### config.mk
export PLATFORM = sky130hd
export DESIGN_NAME = mask_downsampler_flat
export DESIGN_NICKNAME = d
export VERILOG_FILES = /design/src/rtl/mask_downsampler_pkg.sv /design/src/rtl/mask_downsampler_if.sv /design/src/rtl/mask_column_acc.sv /design/src/rtl/mask_downsampler.sv /design/src/flat_wrapper.sv
export SDC_FILE = /design/constraint.sdc
export NUM_CORES = 2
export LEC_CHECK = 0
export CELL_PAD_IN_SITES_DETAIL_PLACEMENT = 0
export CELL_PAD_IN_SITES_GLOBAL_PLACEMENT = 1
export CORE_UTILIZATION = 55
export DETAILED_ROUTE_END_ITERATION = 16
export PLACE_DENSITY = 0.87
export SETUP_SLACK_MARGIN = 0.05
export SYNTH_ARGS = -nofsm -noshare
export SYNTH_HDL_FRONTEND = slang
export SYNTH_SLANG_ARGS = --single-unit
export TNS_END_PERCENT = 1
### constraint.sdc
create_clock -name clk_in -period 18.85 [get_ports clk_in]
set_clock_uncertainty 0.15 [all_clocks]
set_input_delay 5.655 -clock clk_in [delete_from_list [all_inputs] [get_ports clk_in]]
set_output_delay 5.655 -clock clk_in [all_outputs]
set_load 0.1 [all_outputs]
### src/rtl/mask_downsampler_pkg.sv
// mask_downsampler_pkg: cell-grid constants and types shared by the
// downsampler, the k-means clusterer and the overlay.
package mask_downsampler_pkg;

    localparam int IN_WIDTH_DEF  = 1280;
    localparam int IN_HEIGHT_DEF = 720;
    localparam int FACTOR_DEF    = 4;
    localparam int THRESHOLD_DEF = 8;

    localparam int OUT_WIDTH  = IN_WIDTH_DEF / FACTOR_DEF;
    localparam int OUT_HEIGHT = IN_HEIGHT_DEF / FACTOR_DEF;

    localparam int CELL_X_W = 9;
    localparam int CELL_Y_W = 8;

    typedef logic [CELL_X_W-1:0] cell_x_t;
    typedef logic [CELL_Y_W-1:0] cell_y_t;

    // x value of the end-of-row flush beat
    localparam cell_x_t FLUSH_COL = cell_x_t'(OUT_WIDTH);

    typedef enum logic {
        WAIT_SOF,
        RUN
    } ds_state_t;

    typedef struct packed {
        cell_x_t x;
        cell_y_t y;
        logic    mask;
    } cell_beat_t;

endpackage

### src/rtl/mask_downsampler_if.sv
// mask_downsampler_if: pixel stream in (hcount/vcount/mask/valid) and
// cell stream out (x/y/mask/beat/new_frame). slave = downsampler side.
interface mask_downsampler_if ();
    import mask_downsampler_pkg::*;

    logic [10:0] hcount_in;
    logic [9:0]  vcount_in;
    logic        mask_in;
    logic        valid_in;
    cell_x_t     x_out;
    cell_y_t     y_out;
    logic        mask_out;
    logic        beat_out;
    logic        new_frame_out;

    modport master (
        output hcount_in, vcount_in, mask_in, valid_in,
        input  x_out, y_out, mask_out, beat_out, new_frame_out
    );

    modport slave (
        input  hcount_in, vcount_in, mask_in, valid_in,
        output x_out, y_out, mask_out, beat_out, new_frame_out
    );

endinterface

### src/rtl/mask_column_acc.sv
// mask_column_acc: per-cell-column population accumulators.
// Ports: idx selects the column; add_en adds add_val, rd_clr clears the
// entry (rd_data is its combinational value), clr_all zeroes every entry.
module mask_column_acc
    import mask_downsampler_pkg::*;
#(
    parameter int N = OUT_WIDTH,
    parameter int W = 5
) (
    input  logic         clk_in,
    input  logic         rst_in,
    input  logic         clr_all,
    input  logic         add_en,
    input  logic         rd_clr,
    input  cell_x_t      idx,
    input  logic [W-1:0] add_val,
    output logic [W-1:0] rd_data
);

    logic [W-1:0] acc [N];

    assign rd_data = acc[idx];

    always_ff @(posedge clk_in) begin
        if (!rst_in || clr_all) begin
            for (int i = 0; i < N; i++) begin
                acc[i] <= '0;
            end
        end else if (add_en) begin
            acc[idx] <= acc[idx] + add_val;
        end else if (rd_clr) begin
            acc[idx] <= '0;
        end
    end

endmodule

### src/rtl/mask_downsampler.sv
// mask_downsampler: reduces each FACTORxFACTOR mask block to one cell bit.
// Ports: clk_in, rst_in (sync, active-low), bus (slave modport).
module mask_downsampler
    import mask_downsampler_pkg::*;
#(
    parameter int IN_WIDTH  = IN_WIDTH_DEF,
    parameter int IN_HEIGHT = IN_HEIGHT_DEF,
    parameter int FACTOR    = FACTOR_DEF,
    parameter int THRESHOLD = THRESHOLD_DEF
) (
    input logic               clk_in,
    input logic               rst_in,
    mask_downsampler_if.slave bus
);

    localparam int LG    = $clog2(FACTOR);
    localparam int LW    = $clog2(FACTOR + 1);
    localparam int AW    = $clog2(FACTOR * FACTOR + 1);
    localparam int OUT_W = IN_WIDTH / FACTOR;
    localparam int OUT_H = IN_HEIGHT / FACTOR;

    localparam logic [10:0]   IN_W     = 11'(IN_WIDTH);
    localparam logic [9:0]    IN_H     = 10'(IN_HEIGHT);
    localparam cell_x_t       LAST_COL = cell_x_t'(OUT_W - 1);
    localparam cell_x_t       FLUSH_X  = cell_x_t'(OUT_W);
    localparam cell_y_t       LAST_ROW = cell_y_t'(OUT_H - 1);
    localparam logic [AW-1:0] THR      = AW'(THRESHOLD);

    ds_state_t     state;
    logic [LW-1:0] local_cnt;
    cell_beat_t    cell_q;
    logic          beat_q;
    logic          nf_q;
    logic          flush_pend;
    logic          flush_last;
    logic          nf_pend;

    logic [LG-1:0] hsub;
    logic [LG-1:0] vsub;
    cell_x_t       col;
    cell_y_t       row;
    logic          pix_ok;
    logic          sof;
    logic          take;
    logic          col_end;
    logic          row_end;
    logic          add_en;
    logic          rd_clr;
    logic [AW-1:0] part;
    logic [AW-1:0] acc_rd;
    logic [AW-1:0] total;

    assign hsub    = bus.hcount_in[LG-1:0];
    assign vsub    = bus.vcount_in[LG-1:0];
    assign col     = cell_x_t'(bus.hcount_in >> LG);
    assign row     = cell_y_t'(bus.vcount_in >> LG);
    assign pix_ok  = bus.valid_in
                   && (bus.hcount_in < IN_W)
                   && (bus.vcount_in < IN_H);
    assign sof     = pix_ok
                   && (bus.hcount_in == '0)
                   && (bus.vcount_in == '0);
    assign take    = pix_ok && ((state == RUN) || sof);
    assign col_end = (hsub == {LG{1'b1}});
    assign row_end = (vsub == {LG{1'b1}});
    assign add_en  = take && col_end && !row_end;
    assign rd_clr  = take && col_end && row_end;
    assign part    = AW'(local_cnt) + AW'(bus.mask_in);
    assign total   = acc_rd + part;

    mask_column_acc #(
        .N (OUT_W),
        .W (AW)
    ) u_acc (
        .clk_in  (clk_in),
        .rst_in  (rst_in),
        .clr_all (sof),
        .add_en  (add_en),
        .rd_clr  (rd_clr),
        .idx     (col),
        .add_val (part),
        .rd_data (acc_rd)
    );

    // flush_pend / nf_pend are one-cycle delay stages, independent of
    // valid_in, so input gaps never postpone the flush or frame pulse.
    always_ff @(posedge clk_in) begin
        if (!rst_in) begin
            state      <= WAIT_SOF;
            local_cnt  <= '0;
            cell_q     <= '0;
            beat_q     <= 1'b0;
            nf_q       <= 1'b0;
            flush_pend <= 1'b0;
            flush_last <= 1'b0;
            nf_pend    <= 1'b0;
        end else begin
            beat_q     <= 1'b0;
            flush_pend <= rd_clr && (col == LAST_COL);
            nf_pend    <= flush_pend && flush_last;
            nf_q       <= nf_pend;

            unique case (state)
                WAIT_SOF: if (sof) state <= RUN;
                RUN:      state <= RUN;
            endcase

            if (take) begin
                if (hsub == '0) begin
                    local_cnt <= LW'(bus.mask_in);
                end else begin
                    local_cnt <= local_cnt + LW'(bus.mask_in);
                end
            end

            if (rd_clr) begin
                cell_q.x    <= col;
                cell_q.y    <= row;
                cell_q.mask <= (total >= THR);
                beat_q      <= 1'b1;
                flush_last  <= (row == LAST_ROW);
            end else if (flush_pend) begin
                cell_q.x    <= FLUSH_X;
                cell_q.mask <= 1'b0;
                beat_q      <= 1'b1;
            end
        end
    end

    assign bus.x_out         = cell_q.x;
    assign bus.y_out         = cell_q.y;
    assign bus.mask_out      = cell_q.mask;
    assign bus.beat_out      = beat_q;
    assign bus.new_frame_out = nf_q;

endmodule
### src/flat_wrapper.sv
// flat-port wrapper written by rule: the top's interface ports become plain ports
module mask_downsampler_flat import mask_downsampler_pkg::*;
#(
    parameter int IN_WIDTH  = IN_WIDTH_DEF,
    parameter int IN_HEIGHT = IN_HEIGHT_DEF,
    parameter int FACTOR    = FACTOR_DEF,
    parameter int THRESHOLD = THRESHOLD_DEF
)
  (clk_in, rst_in, bus_hcount_in, bus_vcount_in, bus_mask_in, bus_valid_in, bus_x_out, bus_y_out, bus_mask_out, bus_beat_out, bus_new_frame_out);
  mask_downsampler_if bus_i ();
  input logic clk_in;
  input logic rst_in;
  input wire logic [$bits(bus_i.hcount_in)-1:0] bus_hcount_in;
  input wire logic [$bits(bus_i.vcount_in)-1:0] bus_vcount_in;
  input wire logic [$bits(bus_i.mask_in)-1:0] bus_mask_in;
  input wire logic [$bits(bus_i.valid_in)-1:0] bus_valid_in;
  output wire logic [$bits(bus_i.x_out)-1:0] bus_x_out;
  output wire logic [$bits(bus_i.y_out)-1:0] bus_y_out;
  output wire logic [$bits(bus_i.mask_out)-1:0] bus_mask_out;
  output wire logic [$bits(bus_i.beat_out)-1:0] bus_beat_out;
  output wire logic [$bits(bus_i.new_frame_out)-1:0] bus_new_frame_out;
  assign bus_i.hcount_in = bus_hcount_in;
  assign bus_i.vcount_in = bus_vcount_in;
  assign bus_i.mask_in = bus_mask_in;
  assign bus_i.valid_in = bus_valid_in;
  assign bus_x_out = bus_i.x_out;
  assign bus_y_out = bus_i.y_out;
  assign bus_mask_out = bus_i.mask_out;
  assign bus_beat_out = bus_i.beat_out;
  assign bus_new_frame_out = bus_i.new_frame_out;
  mask_downsampler #(.IN_WIDTH(IN_WIDTH), .IN_HEIGHT(IN_HEIGHT), .FACTOR(FACTOR), .THRESHOLD(THRESHOLD)) u_core (.clk_in(clk_in), .rst_in(rst_in), .bus(bus_i));
endmodule
### Word-level counts from Yosys, hierarchy flattened

Memories as Yosys holds them, arrays and structs flattened.
Cells that the tools add are included.

* output and inout port bits: 20
* register bits: 27
* bits in writable memories: 1600
* word-level logic and storage cells: 64
* memories kept: 1

* bitwise operators: 2
* add/subtract/negate cells: 3
* multiplexer cells: 22
* magnitude comparators: 3
* equal/unequal tests: 4
* reductions and logical operators: 19

Memories
* u_core.u_acc.acc: words 320, width 5, read ports 1, clocked after memory_dff 0, write ports 320, line mask_column_acc.sv:20 `logic [W-1:0] acc [N];`

Operator list (count)
* 9-bit 2-to-1 mux: 3
* 1-bit 2-to-1 mux: 15
* 11-bit zero test: 1
* 11-bit < comparator (second input constant): 1
* 1-bit logical AND: 10
* 10-bit zero test: 1
* 10-bit < comparator (second input constant): 1
* 5-bit 2-to-1 mux: 2
* 9-bit == test (second input constant): 1
* 8-bit == test (second input constant): 1
* 5-bit adder: 1
* 5-bit by 4-bit greater-or-equal comparator with 1-bit output (second input constant): 1
* 5-bit OR reduction: 1
* 3-bit by 1-bit adder with 4-bit output: 1
* 2-bit == test (second input constant): 2
* 3-bit by 1-bit adder with 3-bit output: 1
* 3-bit 2-to-1 mux: 1
* 1-bit zero test: 2
* 2-bit zero test: 1
* 1-bit logical OR: 2
* 1-bit case mux with 2 select lines: 1
* 2-bit nonzero test: 1
* 1-bit NOT: 1
* 1-bit bitwise OR: 1

### Logic depth before layout (Yosys ltp)

* depth in word-level cells: 16
* gate-level depth with buffers: 25

### Modules after synthesis

A second synthesis with hierarchy kept.

* cell total of the unflattened synthesis: 7224
* area total of the unflattened synthesis: 113103.5 um2

By module, submodules not included
* mask_column_acc: instances 1, cells each 7056, area each 111710.9 um2
* mask_downsampler: instances 1, cells each 168, area each 1392.6 um2

### Least setup slack after synthesis

No wires, ideal clock.

* path type: input -> register
* start: input port bus_hcount_in[2]
* end: memory u_core.u_acc.acc[320][4] (data pin)
* library setup time: 1092 ps
* path slack: 3191 ps
* cell stages on the path: 20
* buffers on the path: 7
* arrival time: 14417 ps
* path through: buf_2 buf_4 buf_6 buf_2 buf_1 mux4_2 mux4_2 mux4_2 a22oi_1 nand3_1 ha_1 inv_1 fa_1 inv_1 a21o_1 a21oi_1 xnor2_1 buf_2 buf_2 nor2_1

RTL lines
* start, declared: line flat_wrapper.sv:13 `input wire logic [$bits(bus_i.hcount_in)-1:0] bus_hcount_in;`
* end, declared: line mask_column_acc.sv:20

==> results by group <==
Cells and area
  – Syn-to-layout area delta: 13.0%
  – Share of cells above drive strength 1: 0.158
  – NumNets Final: between 7000 and 8000
  – Fillers: between 10000 and 15000

Yosys
  – Mapped Cells: about 6700
  – Most common cell in the synthesized netlist: edfxtp_1
  – Most common flop cell mapped by yosys: edfxtp_1
  – Top cell type's share of synthesized area: 0.703
  – Synth area leader: edfxtp_1
  – Commonest cells post-synth: 2560 x edfxtp_1, 1326 x nor2_1, 691 x mux4_2, 439 x clkbuf_1, 334 x nor3_1
  – Yosys cell types: 64
  – Syn avg cell area: roughly 16 sq um
  – Synth top area cells: edfxtp_1 70%, mux4_2 14%, nor2_1 4.6%
  – Seq/Total Area, Yosys: 0.708
  – Number of synthesized flops with an enable pin: 2560
  – Async SR Flop Fraction: 0
  – Mapped Area: roughly 110000 sq um
  – Synth Register Bits: ~2600
  – Ys Warns: 0

STA
  – Final hold violations: 0
  – TNS Setup: 0 ps
  – Setup violation total in the final timing report: 0
  – Share of the clock period used by the worst path after layout: 0.700
  – Relative slew slack: 0.110
  – Fin crit period: around 13000 ps
  – RSZ-0062 raised after global routing: false
  – Maximum achievable frequency: ~76 MHz
  – Worst Tran Pin Value: between 1000 and 1500 ps
  – Slew Viols, Final: 0
  – Setup slack after layout: 5660 ps

Global route
  – Initial antenna violation count: 3
  – Vias in the first global route: around 63000
  – Tot GR Track Use: 0.268
  – GRT overflow: 0
  – First-pass GRT wire length: approximately 400000 um
  – Largest net degree at the start of global routing: about 140

Power
  – VDD IR max: about 0.11 mV
  – Leak pwr: about 42 nW
  – Overall Power: 0.0135 W
  – Power per cell area: between 100 and 150 nW/um^2

Place
  – GP Congestion: 0.867
  – Setup WS pre-CTS: 5020 ps
  – IO buf count: 44
  – DP Wirelength: around 160000 um

Setup path
  – Worst EP required: 19290 ps
  – Worst EP arrival: 13630 ps
  – Crit path max fanout: 93
  – Worst Setup Path Type: in -> reg
  – Worst reg2reg path depth: 14
  – CP endpoint kind: register
  – CP startpoint kind: input port

Floorplan
  – Die height: between 400 and 500 um
  – CORE AREA: between 150000 and 200000 sq um
  – Cell row count: about 160
  – Chip Width: 448 um
  – Ports: 45
  – DIE AREA: between 200000 and 250000 sq um
  – Starting density of the core: 0.554

Drt
  – Per-cell routed wire length: between 20 and 30 um
  – Pre-Repair DR Iteration Count: 9
  – Drt initial violations: 8455
  – Via count: 62893
  – DRC viols: 0
  – Antenna-violating nets left: 0
  – Total wire length: roughly 270000 um
  – Vias per cell: 6.12

Clock network
  – TritonCTS clock tree: yes
  – # Post-CTS Setup Buffers: 0
  – Clock buffer count from CTS: between 200 and 300
  – Worst skew pair latency: between 900 and 1000 ps
  – Post-CTS Resized: 0
  – H-tree depth: 5
  – CTS Root Cell: clkbuf_16
  – Clock transition at path regs: approximately 60 ps
  – CTS max path bufs: 4
  – CTS sink count: between 2000 and 3000
  – Hold-fix buffers, CTS: 0

Run
  – Maxcap violations: 0

Status
  – Status: finished clean

Hold path
  – Worst Hold Class: reg -> reg
  – Hold Path Stages: 1
==> path summary, 6_finish.rpt <==
path	start	end	slack [ps]
max	bus_hcount_in[2]	u_core.u_acc.acc[303][4]	5660
min	u_core.nf_pend	u_core.bus.new_frame_out	290
max reg2reg	u_core.u_acc.acc[479][1]	u_core.u_acc.acc[492][3]	12280
min reg2reg	u_core.nf_pend	u_core.bus.new_frame_out	290
==> flip-flops by register name, indices dropped and copies added (netlist names) <==
register	count
u_core.u_acc.acc	2560
u_core.flush_last	1
u_core.bus.y_out	8
u_core.bus.beat_out	1
u_core.state	1
u_core.bus.new_frame_out	1
u_core.bus.x_out	9
u_core.bus.mask_out	1
u_core.flush_pend	1
u_core.nf_pend	1
u_core.local_cnt	3
==> critical path, cell delays in order <==
cell	delay [ps]
buf_8	530
buf_4	820
buf_4	850
mux4_2	600
mux4_2	480
a22oi_1	320
a21oi_1	110
nor3_1	1060
o31ai_1	150
ha_1	360
a21oi_1	220
xnor2_2	170
buf_4	900
buf_4	970
nor3_1	130
==> cell type report <==
class | count | area (sq um) | share of cell area
Sequential cell | 2587 | 77400 | 0.627
Multi-Input combinational cell | 4402 | 32900 | 0.266
Clock buffer | 350 | 7520 | 0.0609
Tap cell | 2640 | 3300 | 0.0267
Timing Repair Buffer | 151 | 1380 | 0.0112
Clock inverter | 127 | 976 | 0.00790
Inverter | 10 | 38.8 | 0.000314
Antenna cell | 3 | 7.51 | 0.0000608
==> kinds of logic (layout without fill, tap and decap cells) <==
kind of cell    Yosys count  count (layout)  synth area share
buf+inv                 646             638            0.0256
fa+ha+maj                 7               7          0.000870
xor+xnor                  4               4          0.000321
compound gates          525             525            0.0276
flops                  2587            2587             0.708
other cells               1             963         0.0000343
mux                     895             895             0.161
simple gates           2011            2011            0.0760
==> metrics by stage <==
step           area, sq um   util  cells  hold WS, ps
6_report            124000  0.626  10270          290
5_1_grt             124000  0.626  10267          308
4_1_cts             124000  0.626  10267          297
3_5_place_dp        115000  0.583   9790          287
3_3_place_gp        115000  0.583   9790          269
2_1_floorplan       113000      -   7635          262
==> layout by cell type (no fill, tap or decap), types with 4 or more instances in the layout <==
master / instances
buf_12: 10
nor3_1: 329
a21oi_1: 40
buf_8: 4
clkbuf_16: 291
o311ai_1: 4
nand4_1: 20
nor2_1: 1320
nor4_1: 7
nand3_1: 35
mux4_2: 691
buf_4: 97
o21ai_1: 6
conb_1: 960
a21boi_0: 17
nand2b_1: 4
nor3_2: 15
clkinv_1: 68
edfxtp_1: 2560
clkinv_2: 35
nor2_4: 5
ha_1: 6
nand3b_1: 10
bufinv_16: 15
dfxtp_1: 27
clkbuf_1: 57
o22ai_1: 6
a21o_1: 4
clkinvlp_4: 6
o211ai_1: 6
mux2i_1: 202
nand2_4: 16
clkdlybuf4s50_1: 38
nand2_1: 214
inv_1: 7
a22oi_1: 81
o21ai_0: 333
nor2b_1: 11
==> where the power goes <==
group / total [W] / internal (W) / switching, W
combinational: 0.00115 / 0.000411 / 0.000741
sequential: 0.00711 / 0.00699 / 0.000124
clock: 0.00519 / 0.00302 / 0.00217
total: 0.0135 / 0.0104 / 0.00303
==> per-layer routing <==
layer / wire length [um] / up-vias / track usage
met5: 40 / - / 0
met4: 12100 / 6 / 0.115
met3: 30400 / 712 / 0.0628
met2: 128000 / 3914 / 0.429
met1: 96100 / 31921 / 0.356
li1: - / 26340 / -
Power figures use the tool's default switching activity.
